File: src/rtl/uart_pkg.sv
// Shared types and defaults for the UART byte FIFO.
package uart_pkg;

    // Receive error tag stored alongside each byte: break, framing, parity.
    typedef struct packed {
        logic bi;
        logic fe;
        logic pe;
    } uart_err_t;

    localparam int UART_FIFO_DEPTH_DEF = 16;

endpackage

File: src/rtl/uart_fifo_gen_if.sv
// Handshake and status bundle between a UART FIFO and its users.
// The FIFO takes the slave modport. The register interface or shift engine,
// or the bench, takes the master modport.
interface uart_fifo_gen_if
    import uart_pkg::*;
#(
    parameter int WIDTH = 8,
    parameter int DEPTH = UART_FIFO_DEPTH_DEF
) ();
    localparam int LVL_W = $clog2(DEPTH + 1);

    logic             en;
    logic             flush;
    logic             push_in;
    logic             pop_in;
    logic [WIDTH-1:0] din;
    uart_err_t        err_in;
    logic [LVL_W-1:0] thres;
    logic             ovr_clr;

    logic [WIDTH-1:0] dout;
    uart_err_t        err_out;
    logic             err_any;
    logic [LVL_W-1:0] level;
    logic             empty;
    logic             full;
    logic             overrun;
    logic             underrun;
    logic             thres_tri;

    modport master (
        output en, flush, push_in, pop_in, din, err_in, thres, ovr_clr,
        input  dout, err_out, err_any, level, empty, full, overrun, underrun, thres_tri
    );

    modport slave (
        input  en, flush, push_in, pop_in, din, err_in, thres, ovr_clr,
        output dout, err_out, err_any, level, empty, full, overrun, underrun, thres_tri
    );
endinterface

File: src/rtl/uart_fifo_gen.sv
// Generic show-ahead UART FIFO with occupancy level, flush, sticky overrun,
// underrun pulse and a programmable trigger level.
// Optional feature macro: UART_FIFO_ERRTAG_EN stores a 3-bit error tag per
// entry and tracks how many stored entries carry a nonzero tag.
module uart_fifo_gen
    import uart_pkg::*;
#(
    parameter int WIDTH = 8,
    parameter int DEPTH = UART_FIFO_DEPTH_DEF
) (
    input  logic           clk,
    input  logic           rst,
    uart_fifo_gen_if.slave bus
);
    localparam int LVL_W = $clog2(DEPTH + 1);
    localparam int PTR_W = $clog2(DEPTH);

    logic [WIDTH-1:0] mem [DEPTH];
    logic [PTR_W-1:0] wr_ptr;
    logic [PTR_W-1:0] rd_ptr;
    logic [LVL_W-1:0] level_q;
    logic             overrun_q;
    logic             underrun_q;

    logic is_empty;
    logic is_full;
    logic push_req;
    logic pop_req;
    logic flush_req;
    logic wr_ok;
    logic rd_ok;
    logic ovr_set;

    assign is_empty = (level_q == '0);
    assign is_full  = (level_q == LVL_W'(DEPTH));

    // Decode the requests; flush beats push/pop, and a pop on a full FIFO frees the slot for a push.
    always_comb begin
        flush_req = bus.en & bus.flush;
        push_req  = bus.en & bus.push_in & ~bus.flush;
        pop_req   = bus.en & bus.pop_in & ~bus.flush;
        rd_ok     = pop_req & ~is_empty;
        wr_ok     = push_req & (~is_full | rd_ok);
        ovr_set   = push_req & is_full & ~rd_ok;
    end

    // Pointers and occupancy level.
    always_ff @(posedge clk or posedge rst) begin
        if (rst) begin
            wr_ptr  <= '0;
            rd_ptr  <= '0;
            level_q <= '0;
        end else if (flush_req) begin
            wr_ptr  <= '0;
            rd_ptr  <= '0;
            level_q <= '0;
        end else begin
            if (wr_ok) wr_ptr <= wr_ptr + PTR_W'(1);
            if (rd_ok) rd_ptr <= rd_ptr + PTR_W'(1);
            if (wr_ok && !rd_ok)      level_q <= level_q + LVL_W'(1);
            else if (rd_ok && !wr_ok) level_q <= level_q - LVL_W'(1);
        end
    end

    // Data storage; contents survive reset, only the pointers decide what is valid.
    always_ff @(posedge clk) begin
        if (wr_ok) mem[wr_ptr] <= bus.din;
    end

    // Sticky overrun (set wins over clear) and single-cycle underrun pulse.
    always_ff @(posedge clk or posedge rst) begin
        if (rst) begin
            overrun_q  <= 1'b0;
            underrun_q <= 1'b0;
        end else begin
            if (ovr_set)                  overrun_q <= 1'b1;
            else if (bus.en && bus.ovr_clr) overrun_q <= 1'b0;
            underrun_q <= pop_req & is_empty;
        end
    end

    // Status outputs and show-ahead head entry.
    always_comb begin
        bus.level     = level_q;
        bus.empty     = is_empty;
        bus.full      = is_full;
        bus.overrun   = overrun_q;
        bus.underrun  = underrun_q;
        bus.thres_tri = (bus.thres != '0) && (level_q >= bus.thres);
        bus.dout      = is_empty ? '0 : mem[rd_ptr];
    end

`ifdef UART_FIFO_ERRTAG_EN
    uart_err_t        err_mem [DEPTH];
    logic [LVL_W-1:0] err_cnt;
    logic             tag_in;
    logic             tag_head;

    assign tag_in   = (bus.err_in != '0);
    assign tag_head = (err_mem[rd_ptr] != '0);

    // Tag storage written in lockstep with the data array.
    always_ff @(posedge clk) begin
        if (wr_ok) err_mem[wr_ptr] <= bus.err_in;
    end

    // Count of stored entries carrying a nonzero tag.
    always_ff @(posedge clk or posedge rst) begin
        if (rst) begin
            err_cnt <= '0;
        end else if (flush_req) begin
            err_cnt <= '0;
        end else begin
            if ((wr_ok && tag_in) && !(rd_ok && tag_head))
                err_cnt <= err_cnt + LVL_W'(1);
            else if ((rd_ok && tag_head) && !(wr_ok && tag_in))
                err_cnt <= err_cnt - LVL_W'(1);
        end
    end

    // Head tag follows dout; summary flag from the counter.
    always_comb begin
        bus.err_out = is_empty ? '0 : err_mem[rd_ptr];
        bus.err_any = (err_cnt != '0);
    end
`else
    logic unused_err_in;
    assign unused_err_in = ^bus.err_in;

    // Tagging not built: tag outputs tied off.
    always_comb begin
        bus.err_out = '0;
        bus.err_any = 1'b0;
    end
`endif

endmodule

File: src/flat_wrapper.sv
// flat-port wrapper written by rule: the top's interface ports become plain ports
module uart_fifo_gen_flat import uart_pkg::*;
#(
    parameter int WIDTH = 8,
    parameter int DEPTH = UART_FIFO_DEPTH_DEF
)
  (clk, rst, bus_en, bus_flush, bus_push_in, bus_pop_in, bus_din, bus_err_in, bus_thres, bus_ovr_clr, bus_dout, bus_err_out, bus_err_any, bus_level, bus_empty, bus_full, bus_overrun, bus_underrun, bus_thres_tri);
  uart_fifo_gen_if #(.WIDTH(WIDTH), .DEPTH(DEPTH)) bus_i ();
  input  logic clk;
  input  logic rst;
  input wire logic [$bits(bus_i.en)-1:0] bus_en;
  input wire logic [$bits(bus_i.flush)-1:0] bus_flush;
  input wire logic [$bits(bus_i.push_in)-1:0] bus_push_in;
  input wire logic [$bits(bus_i.pop_in)-1:0] bus_pop_in;
  input wire logic [$bits(bus_i.din)-1:0] bus_din;
  input wire logic [$bits(bus_i.err_in)-1:0] bus_err_in;
  input wire logic [$bits(bus_i.thres)-1:0] bus_thres;
  input wire logic [$bits(bus_i.ovr_clr)-1:0] bus_ovr_clr;
  output wire logic [$bits(bus_i.dout)-1:0] bus_dout;
  output wire logic [$bits(bus_i.err_out)-1:0] bus_err_out;
  output wire logic [$bits(bus_i.err_any)-1:0] bus_err_any;
  output wire logic [$bits(bus_i.level)-1:0] bus_level;
  output wire logic [$bits(bus_i.empty)-1:0] bus_empty;
  output wire logic [$bits(bus_i.full)-1:0] bus_full;
  output wire logic [$bits(bus_i.overrun)-1:0] bus_overrun;
  output wire logic [$bits(bus_i.underrun)-1:0] bus_underrun;
  output wire logic [$bits(bus_i.thres_tri)-1:0] bus_thres_tri;
  assign bus_i.en = bus_en;
  assign bus_i.flush = bus_flush;
  assign bus_i.push_in = bus_push_in;
  assign bus_i.pop_in = bus_pop_in;
  assign bus_i.din = bus_din;
  assign bus_i.err_in = bus_err_in;
  assign bus_i.thres = bus_thres;
  assign bus_i.ovr_clr = bus_ovr_clr;
  assign bus_dout = bus_i.dout;
  assign bus_err_out = bus_i.err_out;
  assign bus_err_any = bus_i.err_any;
  assign bus_level = bus_i.level;
  assign bus_empty = bus_i.empty;
  assign bus_full = bus_i.full;
  assign bus_overrun = bus_i.overrun;
  assign bus_underrun = bus_i.underrun;
  assign bus_thres_tri = bus_i.thres_tri;
  uart_fifo_gen #(.WIDTH(WIDTH), .DEPTH(DEPTH)) u_core (.clk(clk), .rst(rst), .bus(bus_i));
endmodule
File: config.mk
export PLATFORM = sky130hd
export DESIGN_NAME = uart_fifo_gen_flat
export DESIGN_NICKNAME = d
export VERILOG_FILES = /design/src/rtl/uart_pkg.sv /design/src/rtl/uart_fifo_gen_if.sv /design/src/rtl/uart_fifo_gen.sv /design/src/flat_wrapper.sv
export SDC_FILE = /design/constraint.sdc
export NUM_CORES = 1
export LEC_CHECK = 0
export BUFFER_PORTS_ARGS = -buffer_cell sky130_fd_sc_hd__buf_2
export CAP_MARGIN = 20
export CORE_MARGIN = 3
export CORE_UTILIZATION = 54
export DETAILED_ROUTE_END_ITERATION = 8
export GPL_ROUTABILITY_DRIVEN = 0
export PLACE_DENSITY = 0.79
export SETUP_SLACK_MARGIN = 0.3
export SYNTH_ARGS = -nofsm -noshare
export SYNTH_HDL_FRONTEND = slang
export SYNTH_SLANG_ARGS = --single-unit
File: constraint.sdc
create_clock -name clk -period 3.5 [get_ports clk]
set_input_delay 0.525 -clock clk [delete_from_list [all_inputs] [get_ports clk]]
set_output_delay 0.525 -clock clk [all_outputs]
set_load 0.01 [all_outputs]
==> results of run 1 <==
[report_power, final]
group / internal, W / switching (W) / total [W]
Combinational: 0.000435 / 0.000474 / 0.000909
Clock: 0.00118 / 0.000639 / 0.00182
Sequential: 0.00191 / 0.000111 / 0.00202
[metrics by stage]
step	std cells	power [W]	utilization
after floorplan	348	0.002679	-
after global placement	511	0.002932	0.5891
after detailed placement	511	0.002973	0.5891
after CTS	543	0.004788	0.6440
after global routing	543	0.004951	0.6440
final	543	0.004743	0.6440
[placed cells by master, fill, tap and decap left out, types with 2 or more instances in the layout]
master and instances:
edfxtp_1 128, buf_2 37, mux4_2 20, a211oi_1 18
clkbuf_16 17, nand2_1 14, ha_1 14, dfrtp_1 14
inv_1 12, mux4_1 12, and2_1 11, mux2i_1 11
nor2_1 8, nor2b_1 8, buf_4 7, clkinv_2 6
and3_1 5, nor3_1 5, a21oi_1 4, o21ai_0 4
nand3_1 4, conb_1 4, bufinv_16 4, o211ai_1 3
o31ai_1 3, xor2_1 3, nand3b_1 2, a31o_2 2
a211o_1 2, clkinvlp_4 2, clkinv_1 2
[state kept, by name (all words and copies together), names as in the netlist]
register,cells
u_core.mem,128
u_core.wr_ptr,4
u_core.bus.underrun,1
u_core.rd_ptr,4
u_core.bus.level,5
u_core.bus.overrun,1
[cells by family after synthesis]
family	Yosys count	share of synthesized area
AO/OA/AOI/OAI	40	0.04806
XOR/XNOR	3	0.004259
adder cells (fa/ha/maj)	15	0.03163
buffers and inverters	35	0.03143
flip-flops	143	0.6837
multiplexers	43	0.1419
other	1	0.0006077
AND/OR/NAND/NOR	65	0.05840
[worst min-delay path by stage]
stage                     depth (start not counted)  slack, ps                   to          startpoint
after floorplan                                   1        430  u_core.bus.level[0]                 rst
after global placement                            2        470   u_core.bus.overrun  u_core.bus.overrun
after detailed placement                          2        490   u_core.bus.overrun  u_core.bus.overrun
after CTS                                         2        190  u_core.bus.underrun                 rst
after global routing                              2        220  u_core.bus.level[2]                 rst
final                                             2        170     u_core.wr_ptr[2]                 rst
[final cells by class]
| type | instances | area (um2) | share of cell area |
|---|---|---|---|
| clock inverters | 14 | 172.7 | 0.02441 |
| multi-input cells | 170 | 1769 | 0.2501 |
| flip-flops and latches | 143 | 4220 | 0.5967 |
| repair buffers | 45 | 257.7 | 0.03644 |
| clock buffers | 18 | 429.2 | 0.06068 |
| inverters | 13 | 48.80 | 0.006899 |
| well taps | 140 | 175.2 | 0.02477 |
[worst max-delay path: stages (launching register included)]
cell and delay, ps:
dfrtp_2 570, buf_4 360, mux4_1 590, a211oi_1 290, a211oi_1 110, buf_2 200
[layer usage]
metal | vias to the layer above | routed length [um]
met5 | - | 0
met4 | 0 | 191
met3 | 17 | 667
met2 | 123 | 6038
met1 | 1664 | 4570
li1 | 1468 | -
==> results.ini, run 1 <==
[run_status]
status=finished clean

[clocking]
cts_made_buffers=17
cts_buffer_depth=2
clkTransAtPathRegs_ps=60
tritoncts=done
clock_latency_ps=410
root_buffer=clkbuf_16
cts_max_level=4
cts_resized=1
cts_setup_buffers=0
cts.sinks=143
postCtsHoldBufs=0

[yosys]
synth_edf_count=128
synthTopCellsByArea=edfxtp_1 62%, mux4_2 7.3%, dfrtp_1 6.1%, mux4_1 5.1%, ha_1 2.8%
yosysTopAreaCell=edfxtp_1
synth_flop_cell=edfxtp_1
synth-seq-cells=143
avgSynthCellArea_um2=17.89
synth_top_area_share=0.6229
netlist_area_mm2=0.006171
synth-async-reset-ratio=0.1049
yosysWarnings=0
synth_cells=345
ys_seq_area_frac=0.6837
yosys-top-cells-count=128 x edfxtp_1, 20 x mux4_2, 18 x a211oi_1, 15 x dfrtp_1
yosysMostFrequentCell=edfxtp_1
synth_cell_types=44

[worst_setup_path]
r2r-start=u_core.bus.level[0]
r2r_cells=9
arrival_ps=2540
critical_path_required_ps=2970
critPathLaunchType=flop
startpoint=u_core.rd_ptr[1]
cp-endpoint=bus_dout[4]
r2r_slack_ps=680
endpoint_kind=primary output
r2r-end=u_core.bus.level[4]
crit_fanout=19
path_class=flop to primary output

[timing]
post-route-period-util=0.8749
slew_headroom=0.5208
hold-worst-slack_ps=169.9
rsz0062_at_grt=false
timing.fmax_mhz=326.6
worst_pin_slew_ps=718.8
fin_crit_ps=3062
setup_tns_ps=0
hold_violations=0
fin_ws_ps=437.8
clock_skew_ps=9.549
drv_slew=0
setup_violations=0

[layout]
area_growth_pct=14.62
design_area_mm2=0.007073
fillers=756
fin_nets=428
diodes=0
drive_gt1_frac=0.2531

[detailed_routing]
routed_wl_um=11470
detail_route.wl_per_cell_um=21.12
drtIter0Drc=232
avgViaCountPerCell=6.026
drtAntennaViolNets=0
drc_errors=0
num_vias=3272
firstDrtPassIters=4

[power_and_ir_drop]
p_leak_nw=2.503
ir_drop_v=0.0003861
p_per_area_mw_per_mm2=670.6

[worst_hold_path]
hp-class=primary input to asynchronous set/reset pin

[floorplan]
die-area_mm2=0.01275
ios=45
die_h_um=112.9
num_rows=38
die_x_um=112.9
initial_core_util=0.5619
core_mm2=0.01098

[placed_design]
port_buffers=37
place_area_mm2=0.006470
dp_hpwl_um=7425
place_ws_ps=600.4

[global_route]
use_met1=0.2510
grt_max_degree=22
grt_util_met2=0.3290
grt_pass1_vias=3484
grt.busiest_layer=met2
grt_use_total=0.1980
antenna_found_initial=0
grt_overflow_total=0
grtUsageMet3=0.05134
grt_pass1_wl_um=18600

[run]
cap_viol_max_count=0

Note: power is estimated with default switching activity, not from simulation.
==> run 2: changes to the inputs <==
CTS_BUF_LIST = sky130_fd_sc_hd__clkbuf_4 sky130_fd_sc_hd__clkbuf_8 sky130_fd_sc_hd__clkbuf_16   (was not set)
==> results.ini, run 2 (synthesis results as in run 1) <==
[power_and_ir_drop]
sequentialPowerShare=0.425
ir_drop_v=0.0003864
p_leak_nw=2.506
combPwrFrac=0.191
p_sw_w=0.001217
p_per_area_mw_per_mm2=670.3
p_int_w=0.003530
p_sw_frac=0.2565
clkPwrFrac=0.384

[detailed_routing]
firstDrtPassIters=5
detail_route.wl_per_cell_um=20.85
drtAntennaViolNets=0
drc_errors=0
routed_wl_um=11320
num_vias=3233
avgViaCountPerCell=5.954
drtIter0Drc=262

[layout]
final-seq-area_mm2=0.004222
diodes=0
fin_nets=428
area_growth_pct=14.76
drive_gt1_frac=0.2581
layout_commonest_cell=edfxtp_1
layout_common_cells=128 x edfxtp_1, 37 x buf_2, 20 x mux4_2
largest_register_ffs=128
stdcell_count=543
largest-register=u_core.mem
fillers=755
multiInputGateArea_mm2=0.001769

[timing]
clock_skew_ps=11.28
setup_tns_ps=0
timing.fmax_mhz=336.9
fin_crit_ps=2968
setup_violations=0
rsz0062_at_grt=false
worst_pin_slew_ps=736.9
slew_headroom=0.5087
hold_violations=0
post-route-period-util=0.8480
drv_slew=0

[floorplan]
ios=45
die_x_um=112.9
initial_core_util=0.5619
die_h_um=112.9
core_mm2=0.01098
die-area_mm2=0.01275
num_rows=38

[worst_setup_path]
worstPathCellList=buf_6 -> mux4_1 -> a211oi_1 -> a211oi_1 -> buf_2
path_class=flop to primary output
critPathLaunchType=flop
cp_common_cell=a211oi_1
crit_fanout=19
arrival_ps=2440
critPathMaxStageDelay_ps=580
cpMaxStageDelayCell=mux4_1
endpoint_kind=primary output
critical_path_required_ps=2970
critPathBufInv=2
worst_path_dominant_cell_family=multiplexers

[clocking]
cts_made_buffers=17
cts_buffer_depth=2
cts_resized=1
clock_latency_ps=410
cts.sinks=143
cts_setup_buffers=0
clkTransAtPathRegs_ps=60
postCtsHoldBufs=0
cts_max_level=4
tritoncts=done
root_buffer=clkbuf_16

[placed_design]
dp_hpwl_um=7425
port_buffers=37
dp_cells=511

[global_route]
grt_use_total=0.1956
grt_max_degree=22
grt_pass1_wl_um=18470
grt_overflow_total=0
antenna_found_initial=0
grt_pass1_vias=3474

[run]
cap_viol_max_count=0

[run_status]
status=finished clean

[worst_hold_path]
hp-class=primary input to asynchronous set/reset pin

## run 2: metrics by stage
| step | instance area, um2 | total power (W) | hold WS, ps | setup WS (ps) | utilization |
|---|---|---|---|---|---|
| detailed placement | 6470 | 0.002973 | 487.3 | 600.4 | 0.5891 |
| global route | 7082 | 0.004964 | 217.3 | 390.4 | 0.6448 |
| global placement | 6470 | 0.002932 | 472.1 | 635.2 | 0.5891 |
| finish | 7082 | 0.004747 | 172.5 | 532.0 | 0.6448 |
| CTS | 7077 | 0.004795 | 192.3 | 385.6 | 0.6443 |
| floorplan | 6182 | 0.002679 | 426.5 | 914.0 | - |
## run 2: final timing paths
kind	from	endpoint	slack (ps)	cells past startpoint
min in group clk	bus_ovr_clr	u_core.bus.overrun	400	4
min	rst	u_core.wr_ptr[2]	170	2
min reg2reg	u_core.bus.overrun	u_core.bus.overrun	500	2
max in group asynchronous	rst	u_core.rd_ptr[0]	2890	2
max reg2reg	u_core.bus.level[0]	u_core.bus.level[4]	690	9
max	u_core.rd_ptr[1]	bus_dout[4]	530	5
## run 2: power groups by stage
stage,logic [W],registers (W),clock network [W]
floorplan,0.000678,0.00200,0
global placement,0.000886,0.00205,0
detailed placement,0.000920,0.00205,0
CTS,0.000923,0.00202,0.00185
global route,0.00100,0.00203,0.00193
finish,0.000907,0.00202,0.00182
## run 2: final cells by class
cell class | instances | share of cell area
clock buffers | 18 | 0.06113
clock inverters | 14 | 0.02438
inverters | 13 | 0.006890
multi-input cells | 170 | 0.2498
flip-flops and latches | 143 | 0.5961
well taps | 140 | 0.02473
repair buffers | 45 | 0.03693
## run 2: layer usage
metal,global-route usage,share of wire,up-vias
met5,0,0,-
li1,-,-,1470
met2,0.3219,0.52,111
met3,0.05348,0.061,13
met4,0.07692,0.013,0
met1,0.2498,0.41,1639
## run 2: worst register-to-register path, delay by kind of cell (launching register included)
kind / cells / cell delay, ps
compound gates: 4 / 880
flops: 1 / 480
buf+inv: 1 / 110
fa+ha+maj: 2 / 530
simple gates: 2 / 750
